==> src/rtl/axi_to_stream_pkg.sv <==
// Shared types and constants for the AXI4 snoop-to-AXI-Stream bridge.
package axi_to_stream_pkg;

    typedef enum logic [1:0] {
        ST_IDLE    = 2'd0,
        ST_WR_DATA = 2'd1,
        ST_RD_DATA = 2'd2
    } state_e;

    // What the slot currently holds, which selects the AXI channel it drives
    typedef enum logic [1:0] {
        KIND_AW = 2'd0,
        KIND_AR = 2'd1,
        KIND_W  = 2'd2,
        KIND_R  = 2'd3
    } kind_e;

    localparam int   TUSER_HDR = 1;
    localparam int   TUSER_DIR = 0;
    localparam logic DIR_WR    = 1'b0;
    localparam logic DIR_RD    = 1'b1;

    function automatic logic [1:0] tuser_f(input logic hdr, input logic dir);
        logic [1:0] t;
        t            = 2'b00;
        t[TUSER_HDR] = hdr;
        t[TUSER_DIR] = dir;
        return t;
    endfunction

endpackage

==> src/rtl/axi_to_stream.sv <==
// AXI4 pass-through that copies every transaction (header + data beats) onto
// an AXI-Stream snoop port through a single two-consumer slot.
module axi_to_stream
    import axi_to_stream_pkg::*;
#(
    parameter int ADDR_W = 32,
    parameter int DATA_W = 32,
    parameter int ID_W   = 1
) (
    input  logic                aclk,
    input  logic                aresetn,
    // upstream slave port
    input  logic [ID_W-1:0]     s_axi_awid_i,
    input  logic [ADDR_W-1:0]   s_axi_awaddr_i,
    input  logic [7:0]          s_axi_awlen_i,
    input  logic [2:0]          s_axi_awsize_i,
    input  logic [1:0]          s_axi_awburst_i,
    input  logic                s_axi_awvalid_i,
    output logic                s_axi_awready_o,
    input  logic [DATA_W-1:0]   s_axi_wdata_i,
    input  logic [DATA_W/8-1:0] s_axi_wstrb_i,
    input  logic                s_axi_wlast_i,
    input  logic                s_axi_wvalid_i,
    output logic                s_axi_wready_o,
    output logic [ID_W-1:0]     s_axi_bid_o,
    output logic [1:0]          s_axi_bresp_o,
    output logic                s_axi_bvalid_o,
    input  logic                s_axi_bready_i,
    input  logic [ID_W-1:0]     s_axi_arid_i,
    input  logic [ADDR_W-1:0]   s_axi_araddr_i,
    input  logic [7:0]          s_axi_arlen_i,
    input  logic [2:0]          s_axi_arsize_i,
    input  logic [1:0]          s_axi_arburst_i,
    input  logic                s_axi_arvalid_i,
    output logic                s_axi_arready_o,
    output logic [ID_W-1:0]     s_axi_rid_o,
    output logic [DATA_W-1:0]   s_axi_rdata_o,
    output logic [1:0]          s_axi_rresp_o,
    output logic                s_axi_rlast_o,
    output logic                s_axi_rvalid_o,
    input  logic                s_axi_rready_i,
    // downstream master port
    output logic [ID_W-1:0]     m_axi_awid_o,
    output logic [ADDR_W-1:0]   m_axi_awaddr_o,
    output logic [7:0]          m_axi_awlen_o,
    output logic [2:0]          m_axi_awsize_o,
    output logic [1:0]          m_axi_awburst_o,
    output logic                m_axi_awvalid_o,
    input  logic                m_axi_awready_i,
    output logic [DATA_W-1:0]   m_axi_wdata_o,
    output logic [DATA_W/8-1:0] m_axi_wstrb_o,
    output logic                m_axi_wlast_o,
    output logic                m_axi_wvalid_o,
    input  logic                m_axi_wready_i,
    input  logic [ID_W-1:0]     m_axi_bid_i,
    input  logic [1:0]          m_axi_bresp_i,
    input  logic                m_axi_bvalid_i,
    output logic                m_axi_bready_o,
    output logic [ID_W-1:0]     m_axi_arid_o,
    output logic [ADDR_W-1:0]   m_axi_araddr_o,
    output logic [7:0]          m_axi_arlen_o,
    output logic [2:0]          m_axi_arsize_o,
    output logic [1:0]          m_axi_arburst_o,
    output logic                m_axi_arvalid_o,
    input  logic                m_axi_arready_i,
    input  logic [ID_W-1:0]     m_axi_rid_i,
    input  logic [DATA_W-1:0]   m_axi_rdata_i,
    input  logic [1:0]          m_axi_rresp_i,
    input  logic                m_axi_rlast_i,
    input  logic                m_axi_rvalid_i,
    output logic                m_axi_rready_o,
    // snoop stream
    output logic [DATA_W-1:0]   m_axis_tdata_o,
    output logic [DATA_W/8-1:0] m_axis_tkeep_o,
    output logic [1:0]          m_axis_tuser_o,
    output logic [ID_W-1:0]     m_axis_tid_o,
    output logic                m_axis_tlast_o,
    output logic                m_axis_tvalid_o,
    input  logic                m_axis_tready_i
);

    state_e              state_q;
    kind_e               kind_q;
    logic                axi_pend_q;
    logic                axis_pend_q;
    logic [DATA_W-1:0]   data_q;
    logic [DATA_W/8-1:0] keep_q;
    logic [1:0]          user_q;
    logic [ID_W-1:0]     id_q;
    logic                last_q;
    logic [1:0]          resp_q;
    logic [7:0]          len_q;
    logic [2:0]          size_q;
    logic [1:0]          burst_q;

    logic axi_rdy_s, axi_hs_s, axis_hs_s, slot_free_s, run_s;
    logic ar_hs_s, aw_hs_s, w_hs_s, r_hs_s;

    // Ready of whichever AXI consumer the slot currently feeds
    always_comb begin
        axi_rdy_s = 1'b0;
        case (kind_q)
            KIND_AW: axi_rdy_s = m_axi_awready_i;
            KIND_AR: axi_rdy_s = m_axi_arready_i;
            KIND_W:  axi_rdy_s = m_axi_wready_i;
            KIND_R:  axi_rdy_s = s_axi_rready_i;
            default: axi_rdy_s = 1'b0;
        endcase
    end

    // aresetn is an active-high reset despite its name
    assign run_s       = ~aresetn;
    assign axi_hs_s    = axi_pend_q & axi_rdy_s;
    assign axis_hs_s   = axis_pend_q & m_axis_tready_i;
    assign slot_free_s = (~axi_pend_q | axi_hs_s) & (~axis_pend_q | axis_hs_s);

    assign s_axi_arready_o = run_s & (state_q == ST_IDLE) & slot_free_s;
    assign s_axi_awready_o = run_s & (state_q == ST_IDLE) & slot_free_s & ~s_axi_arvalid_i;
    assign s_axi_wready_o  = run_s & (state_q == ST_WR_DATA) & slot_free_s;
    assign m_axi_rready_o  = run_s & (state_q == ST_RD_DATA) & slot_free_s;

    assign ar_hs_s = s_axi_arvalid_i & s_axi_arready_o;
    assign aw_hs_s = s_axi_awvalid_i & s_axi_awready_o;
    assign w_hs_s  = s_axi_wvalid_i & s_axi_wready_o;
    assign r_hs_s  = m_axi_rvalid_i & m_axi_rready_o;

    // FSM and slot: a capture re-arms both consumers, overriding their release
    always_ff @(posedge aclk) begin
        if (aresetn) begin
            state_q     <= ST_IDLE;
            kind_q      <= KIND_AW;
            axi_pend_q  <= 1'b0;
            axis_pend_q <= 1'b0;
            data_q      <= '0;
            keep_q      <= '0;
            user_q      <= 2'b00;
            id_q        <= '0;
            last_q      <= 1'b0;
            resp_q      <= 2'b00;
            len_q       <= 8'd0;
            size_q      <= 3'd0;
            burst_q     <= 2'd0;
        end else begin
            if (axi_hs_s) begin
                axi_pend_q <= 1'b0;
            end
            if (axis_hs_s) begin
                axis_pend_q <= 1'b0;
            end
            case (state_q)
                ST_IDLE: begin
                    if (ar_hs_s) begin
                        kind_q      <= KIND_AR;
                        data_q      <= DATA_W'(s_axi_araddr_i);
                        keep_q      <= '1;
                        user_q      <= tuser_f(1'b1, DIR_RD);
                        id_q        <= s_axi_arid_i;
                        last_q      <= 1'b0;
                        len_q       <= s_axi_arlen_i;
                        size_q      <= s_axi_arsize_i;
                        burst_q     <= s_axi_arburst_i;
                        axi_pend_q  <= 1'b1;
                        axis_pend_q <= 1'b1;
                        state_q     <= ST_RD_DATA;
                    end else if (aw_hs_s) begin
                        kind_q      <= KIND_AW;
                        data_q      <= DATA_W'(s_axi_awaddr_i);
                        keep_q      <= '1;
                        user_q      <= tuser_f(1'b1, DIR_WR);
                        id_q        <= s_axi_awid_i;
                        last_q      <= 1'b0;
                        len_q       <= s_axi_awlen_i;
                        size_q      <= s_axi_awsize_i;
                        burst_q     <= s_axi_awburst_i;
                        axi_pend_q  <= 1'b1;
                        axis_pend_q <= 1'b1;
                        state_q     <= ST_WR_DATA;
                    end else begin
                        state_q <= ST_IDLE;
                    end
                end
                ST_WR_DATA: begin
                    if (w_hs_s) begin
                        kind_q      <= KIND_W;
                        data_q      <= s_axi_wdata_i;
                        keep_q      <= s_axi_wstrb_i;
                        user_q      <= tuser_f(1'b0, DIR_WR);
                        last_q      <= s_axi_wlast_i;
                        axi_pend_q  <= 1'b1;
                        axis_pend_q <= 1'b1;
                        state_q     <= s_axi_wlast_i ? ST_IDLE : ST_WR_DATA;
                    end else begin
                        state_q <= ST_WR_DATA;
                    end
                end
                ST_RD_DATA: begin
                    if (r_hs_s) begin
                        kind_q      <= KIND_R;
                        data_q      <= m_axi_rdata_i;
                        keep_q      <= '1;
                        user_q      <= tuser_f(1'b0, DIR_RD);
                        id_q        <= m_axi_rid_i;
                        last_q      <= m_axi_rlast_i;
                        resp_q      <= m_axi_rresp_i;
                        axi_pend_q  <= 1'b1;
                        axis_pend_q <= 1'b1;
                        state_q     <= m_axi_rlast_i ? ST_IDLE : ST_RD_DATA;
                    end else begin
                        state_q <= ST_RD_DATA;
                    end
                end
                default: state_q <= ST_IDLE;
            endcase
        end
    end

    assign m_axi_awid_o    = id_q;
    assign m_axi_awaddr_o  = data_q[ADDR_W-1:0];
    assign m_axi_awlen_o   = len_q;
    assign m_axi_awsize_o  = size_q;
    assign m_axi_awburst_o = burst_q;
    assign m_axi_awvalid_o = axi_pend_q & (kind_q == KIND_AW);
    assign m_axi_arid_o    = id_q;
    assign m_axi_araddr_o  = data_q[ADDR_W-1:0];
    assign m_axi_arlen_o   = len_q;
    assign m_axi_arsize_o  = size_q;
    assign m_axi_arburst_o = burst_q;
    assign m_axi_arvalid_o = axi_pend_q & (kind_q == KIND_AR);
    assign m_axi_wdata_o   = data_q;
    assign m_axi_wstrb_o   = keep_q;
    assign m_axi_wlast_o   = last_q;
    assign m_axi_wvalid_o  = axi_pend_q & (kind_q == KIND_W);
    assign s_axi_rid_o     = id_q;
    assign s_axi_rdata_o   = data_q;
    assign s_axi_rresp_o   = resp_q;
    assign s_axi_rlast_o   = last_q;
    assign s_axi_rvalid_o  = axi_pend_q & (kind_q == KIND_R);

    assign m_axis_tdata_o  = data_q;
    assign m_axis_tkeep_o  = keep_q;
    assign m_axis_tuser_o  = user_q;
    assign m_axis_tid_o    = id_q;
    assign m_axis_tlast_o  = last_q;
    assign m_axis_tvalid_o = axis_pend_q;

    // Write responses are not snooped, only passed through
    assign s_axi_bid_o    = m_axi_bid_i;
    assign s_axi_bresp_o  = m_axi_bresp_i;
    assign s_axi_bvalid_o = m_axi_bvalid_i & run_s;
    assign m_axi_bready_o = s_axi_bready_i & run_s;

endmodule

==> config.mk <==
export PLATFORM = sky130hd
export DESIGN_NAME = axi_to_stream
export DESIGN_NICKNAME = d
export VERILOG_FILES = /design/src/rtl/axi_to_stream_pkg.sv /design/src/rtl/axi_to_stream.sv
export SDC_FILE = /design/constraint.sdc
export NUM_CORES = 1
export LEC_CHECK = 0
export BUFFER_PORTS_ARGS = -buffer_cell sky130_fd_sc_hd__buf_2
export CAP_MARGIN = 25
export CORE_AREA = 2 2 157 159
export DETAILED_ROUTE_END_ITERATION = 7
export DIE_AREA = 0 0 159 161
export SETUP_SLACK_MARGIN = 0.3
export SLEW_MARGIN = 20
export SYNTH_ARGS = -nofsm -noshare
export SYNTH_HDL_FRONTEND = slang
export SYNTH_SLANG_ARGS = --single-unit
==> constraint.sdc <==
create_clock -name aclk -period 2.67 [get_ports aclk]
set_input_delay 0.267 -clock aclk [delete_from_list [all_inputs] [get_ports aclk]]
set_output_delay 0.267 -clock aclk [all_outputs]
set_load 0.01 [all_outputs]
# Yosys cells after proc, flatten, opt, wreduce, memory -nomap -nowiden
# Index checks and enable logic that the tools add are counted.
dict set report classes {
  eq_ne 8
  muxes 55
  bitwise 26
  n_reduce_logical 9
}
# operator count
set op_table {}
lappend op_table {{$mux 32} 4}
lappend op_table {{$pmux 32 s3} 1}
lappend op_table {{$mux 2} 13}
lappend op_table {{$and 1x1->1} 20}
lappend op_table {{$mux 1} 20}
lappend op_table {{$pmux 2 s3} 3}
lappend op_table {{$mux 4} 4}
lappend op_table {{$mux 8} 2}
lappend op_table {{$pmux 4 s3} 1}
lappend op_table {{$pmux 1 s3} 3}
lappend op_table {{$eq 2x2->1 const B} 3}
lappend op_table {{$mux 3} 2}
lappend op_table {{$eq 2x1->1 const B} 2}
lappend op_table {{$logic_not 2->1} 2}
lappend op_table {{$ne 2x2->1 const B} 2}
lappend op_table {{$not 1->1} 4}
lappend op_table {{$pmux 1 s4} 1}
lappend op_table {{$reduce_and 2->1} 2}
lappend op_table {{$reduce_and 4->1} 1}
lappend op_table {{$reduce_bool 2->1} 2}
lappend op_table {{$ne 3x3->1 const B} 1}
lappend op_table {{$reduce_and 3->1} 1}
lappend op_table {{$reduce_bool 3->1} 1}
lappend op_table {{$or 1x1->1} 2}
lappend op_table {{$pmux 1 s2} 1}
dict set report totals {
  register_bits 61
  wordCells 111
}

# Longest topological paths before layout
dict set report depth {
  ltp_word 11
  depth_mapped 9
  ltp_nobuf 6
}

# Worst setup path before layout
# No wires, ideal clock.
dict set report synth_timing {
  path_type {register to register}
  start {reg state_q[1]}
  end {reg data_q[18], in the netlist m_axi_araddr_o[18]}
  setup_time_ns 0.133
  arrival_time_ns 1.925
  t_required_ns 2.537
  slack_ns 0.611
  path_stages_with_launch 10
  n_path_buf 3
  cell_sequence {dfxtp_1 > inv_1 > ha_1 > buf_6 > o21bai_4 > a2111oi_4 > and3_4 > buf_6 > buf_6 > a311oi_1}
}
dict set report synth_between {
  elab_chain_len 7
  word_cells_on_any_way 21
  cone_classes {5 x eq/ne; 2 x mux; 11 x bitwise; 3 x reduce/logical}
}
# element line_no
set synth_rtl {}
lappend synth_rtl {{from (decl)} axi_to_stream.sv:82} ;# state_e state_q;
lappend synth_rtl {{from (signal assigned)} axi_to_stream.sv:191} ;# state_q <= s_axi_wlast_i ? ST_IDLE : ST_WR_DATA;
lappend synth_rtl {{from (signal assigned)} axi_to_stream.sv:207} ;# state_q <= m_axi_rlast_i ? ST_IDLE : ST_RD_DATA;
lappend synth_rtl {{$logic_not 2->1} {axi_to_stream.sv:117, axi_to_stream.sv:118, axi_to_stream.sv:150}}
lappend synth_rtl {{$and 1x1->1 (2 in series)} {axi_to_stream.sv:117, axi_to_stream.sv:118}}
lappend synth_rtl {{$and 1x1->1} axi_to_stream.sv:118} ;# assign s_axi_awready_o = run_s & (state_q == ST_IDLE) & slot_free_s & ~s_axi_arvalid_i;
lappend synth_rtl {{$and 1x1->1} axi_to_stream.sv:123} ;# assign aw_hs_s = s_axi_awvalid_i & s_axi_awready_o;
lappend synth_rtl {{$ne 3x3->1 (no line)} --}
lappend synth_rtl {{$reduce_and 4->1 (no line)} --}
lappend synth_rtl {{to (signal assigned)} axi_to_stream.sv:154} ;# data_q <= DATA_W'(s_axi_araddr_i);
lappend synth_rtl {{to (signal assigned)} axi_to_stream.sv:167} ;# data_q <= DATA_W'(s_axi_awaddr_i);
lappend synth_rtl {{to (signal assigned)} axi_to_stream.sv:185} ;# data_q <= s_axi_wdata_i;
lappend synth_rtl {{to (decl)} axi_to_stream.sv:86} ;# logic [DATA_W-1:0] data_q;
# Parallel ways exist; a longest one is shown, timed or not.
# A chain may end at the register's enable or synchronous reset.

# Final worst setup path
dict set report layout_timing {
  start {reg state_q[0]}
  end {reg data_q[2], in the netlist m_axi_araddr_o[2]}
}
# Same word-level chain as after synthesis.

==> results.md <==
- Hold path cells: 3
- NetSw: 1620 uW
- Number of synthesized flops with an enable pin: 0
- Type of the worst setup path: reg -> reg
- Die area: 25600 um^2
- Placer congestion estimate: 0.821
- Synth top cells by count: buf_4, dfxtp_1, clkbuf_1
- DR iter-0 viols: 543
- P_int: 2510 uW
- M2 GR Usage: 0.271
- Worst vdd ir: 0.000229 V
- Final Power: 4140 uW
- Antenna viol nets, final: 0
- Final WL: 21700 um
- Worst Skew: 0.00931 ns
- Setup TNS: 0 ns
- First-pass GRT wire length: 32100 um
- Worst Hold Launch: m_axi_rresp_i[1]
- # rows: 57
- CTS tree: built
- Worst R2R Path Depth: 6
- Final hold violation count: 0
- Starting density of the core: 0.228
- Synth area leader: dfxtp_1
- M1 GR Usage: 0.201
- Top-area cell type share of the netlist area: 0.220
- Clock tree sinks: 60
- Crit-path cells: inv_1 -> ha_1 -> o21bai_4 -> a2111oi_4 -> and3_4 -> a311oi_1
- Largest net degree at the start of global routing: 44
- Initial antenna violation count: 1
- Max Fanout on Critical Path: 39
- Post-synthesis cell count: 660
- P_leak: 0.00336 uW
- Unrepaired setup endpoints after global routing: yes
- Detailed-route via count: 5826
- Buffers on Ports: 393
- Syn-to-layout area delta: 27.0%
- Fmax: 444 MHz
- Pre-Repair DR Iteration Count: 7
- Number of synthesized register bits: 60
- Worst endpoint required time: 2.85 ns
- Pre-CTS WS: 0.354 ns
- Hold_ws: 0.158 ns
- Worst setup margin: 0.419 ns
- Tcrit/Tclk final: 0.843
- H-tree levels: 3
- Total gr overflow: 0
- Setup Buffers After CTS: 0
- Final-report setup violation count: 0
- Worst slew pin tran: 0.644 ns
- Worst slew margin: 0.569
- Chip height: 161 um
- Dominant synthesized flop cell: dfxtp_1
- Hpwl dp: 16500 um
- CTS Root Cell: clkbuf_16
- Sw Ratio: 0.392
- GRT Overall Usage: 0.160
- GRT met3 Usage: 0.0318
- Count leader, synth: buf_4
- Top Usage Layer GRT: met2
- WP data arrival: 2.43 ns
- Min-Delay Path Class: in -> reg
- Crit path capture type: flip-flop
- Inserted Diodes: 0
- TritonCTS Buffers: 9
- Critical Path Max Stage Delay: 0.59 ns
- Synth unique cells: 45
- Post-synthesis sequential area ratio: 0.220
- Synthesized cell area: 5470 um^2
- R2r startpoint: state_q[0]
- Routed wire per std cell: 18.2 um
- Die width: 159 um
- # fillers: 2613
- Final core utilization: 0.290
- Combinational share of power: 0.423
- Max-slew violation count: 0
- IO Pins: 400
- Clock power share: 0.290
- Clk slew on worst S/H paths: 0.06 ns
- Reg power frac: 0.287
- Status: finished clean
- Async SR Flop Fraction: 0
- Number of global-route vias before repair: 5546
- Syn nets: 845
- Syn Area/Cell: 8.29 um^2
- Max_cap viols: 0
- CP startpoint: state_q[0]
- Synth warn: 0
- CP max stage cell: and3_4
- Power per cell area: 596 nW/um^2
- Clock latency at the later pin of the worst-skew pair: 0.34 ns
- Layout cell share with drive strength beyond 1: 0.524
- Synth area leaders: dfxtp_1, buf_4, mux2i_1, a311oi_1, a222oi_1
- Core ar.: 24000 um^2
- Critical Path Start Type: flip-flop
- Layout Nets: 1047
- Post-layout minimum cycle time: 2.25 ns
- # DRC: 0
- Max clock buf depth: 2
- Drt via density: 4.89
[flip-flops by register name, summed over array words and instances (netlist names), 2 cells and up]
name	count
m_axi_arlen_o	8
m_axi_arburst_o	2
m_axi_araddr_o	32
m_axi_wstrb_o	4
m_axi_arsize_o	3
kind_q	2
state_q	2
s_axi_rresp_o	2
[power by group through the flow]
stage | sequential, uW | clock [uW] | combinational, uW
6_report | 1190 | 1200 | 1750
5_1_grt | 1210 | 1280 | 1890
4_1_cts | 1190 | 1240 | 1760
3_5_place_dp | 1210 | 0 | 1750
3_3_place_gp | 1200 | 0 | 1750
2_1_floorplan | 1220 | 0 | 1370
[worst paths after layout]
kind | to | slack [ns]
min | s_axi_rresp_o[1] | 0.16
max | m_axi_araddr_o[2] | 0.42
min reg2reg | s_axi_rresp_o[0] | 0.48
max reg2reg | m_axi_araddr_o[2] | 0.42
[area by class of cell]
type                       instances  area (um^2)  area share
multi-input combinational        366         2790       0.401
sequential                        60         1200       0.173
tap                              324          405      0.0584
timing repair buffer             417         2220       0.320
clock inverter                     7         75.1      0.0108
clock buffer                       9          225      0.0324
inverter                           8         30.0     0.00432
[kinds of logic (layout without fill, tap and decap cells)]
logic type               count (synthesis)  in the layout  share of synthesized area
flip-flops                              60             60                      0.220
adder cells (fa/ha/maj)                  4              4                    0.00915
AO/OA/AOI/OAI                          186            186                      0.268
multiplexers                            34             34                     0.0622
buffers and inverters                  234            441                      0.282
AND/OR/NAND/NOR                        142            142                      0.159
[layer usage]
layer  share of wire  vias up
li1                -     2760
met1            0.42     2727
met2            0.48      306
met3           0.071       33
met4           0.025        0
met5               0        -
[placed cells by master (no fill, tap or decap), types with 2 or more instances in the layout]
cell type / synthesis / final
nor4_1: 32 / 32
a32o_1: 3 / 3
a31oi_1: 37 / 37
buf_2: 15 / 392
clkbuf_16: 0 / 9
a311oi_1: 37 / 37
o221a_2: 2 / 2
and3_1: 6 / 6
a21oi_1: 14 / 14
nand3_1: 4 / 4
inv_6: 0 / 2
nor2_1: 4 / 4
nand2_1: 7 / 6
nor3_1: 3 / 2
ha_1: 4 / 3
nand2b_1: 35 / 34
a211oi_1: 28 / 28
buf_12: 0 / 5
nand4_1: 4 / 4
inv_1: 8 / 8
and2_2: 0 / 2
dfxtp_1: 60 / 59
mux2i_2: 0 / 2
clkinv_2: 0 / 2
nor2b_1: 38 / 37
a21o_1: 2 / 2
buf_4: 158 / 19
mux2i_1: 34 / 32
o311ai_0: 3 / 3
and2_1: 5 / 3
o21ai_0: 14 / 14
a31o_2: 2 / 2
a222oi_1: 32 / 32
clkinv_4: 0 / 2
[stage by stage]
step | cells | area (um^2)
after CTS | 1190 | 6930
final | 1191 | 6950
after global placement | 1174 | 6620
after detailed placement | 1174 | 6620
after global routing | 1191 | 6950
after floorplan | 660 | 5470
[critical path: cells and delay by family (launching register included)]
kind	cells	cell delay, ns
and+or+nand+nor	1	0.59
adders and majority gates	1	0.41
DFF	1	0.33
AOI/OAI and AO/OA	3	0.67
buffers and inverters	1	0.08
[repair_timing]
item | 4_1_cts | 5_1_grt
endpoints found under the setup margin | 4 | 8
pin swaps | 0 | 1
resized for setup | 2 | 4
hold buffers | 0 | 0
Power figures use the tool's default switching activity.
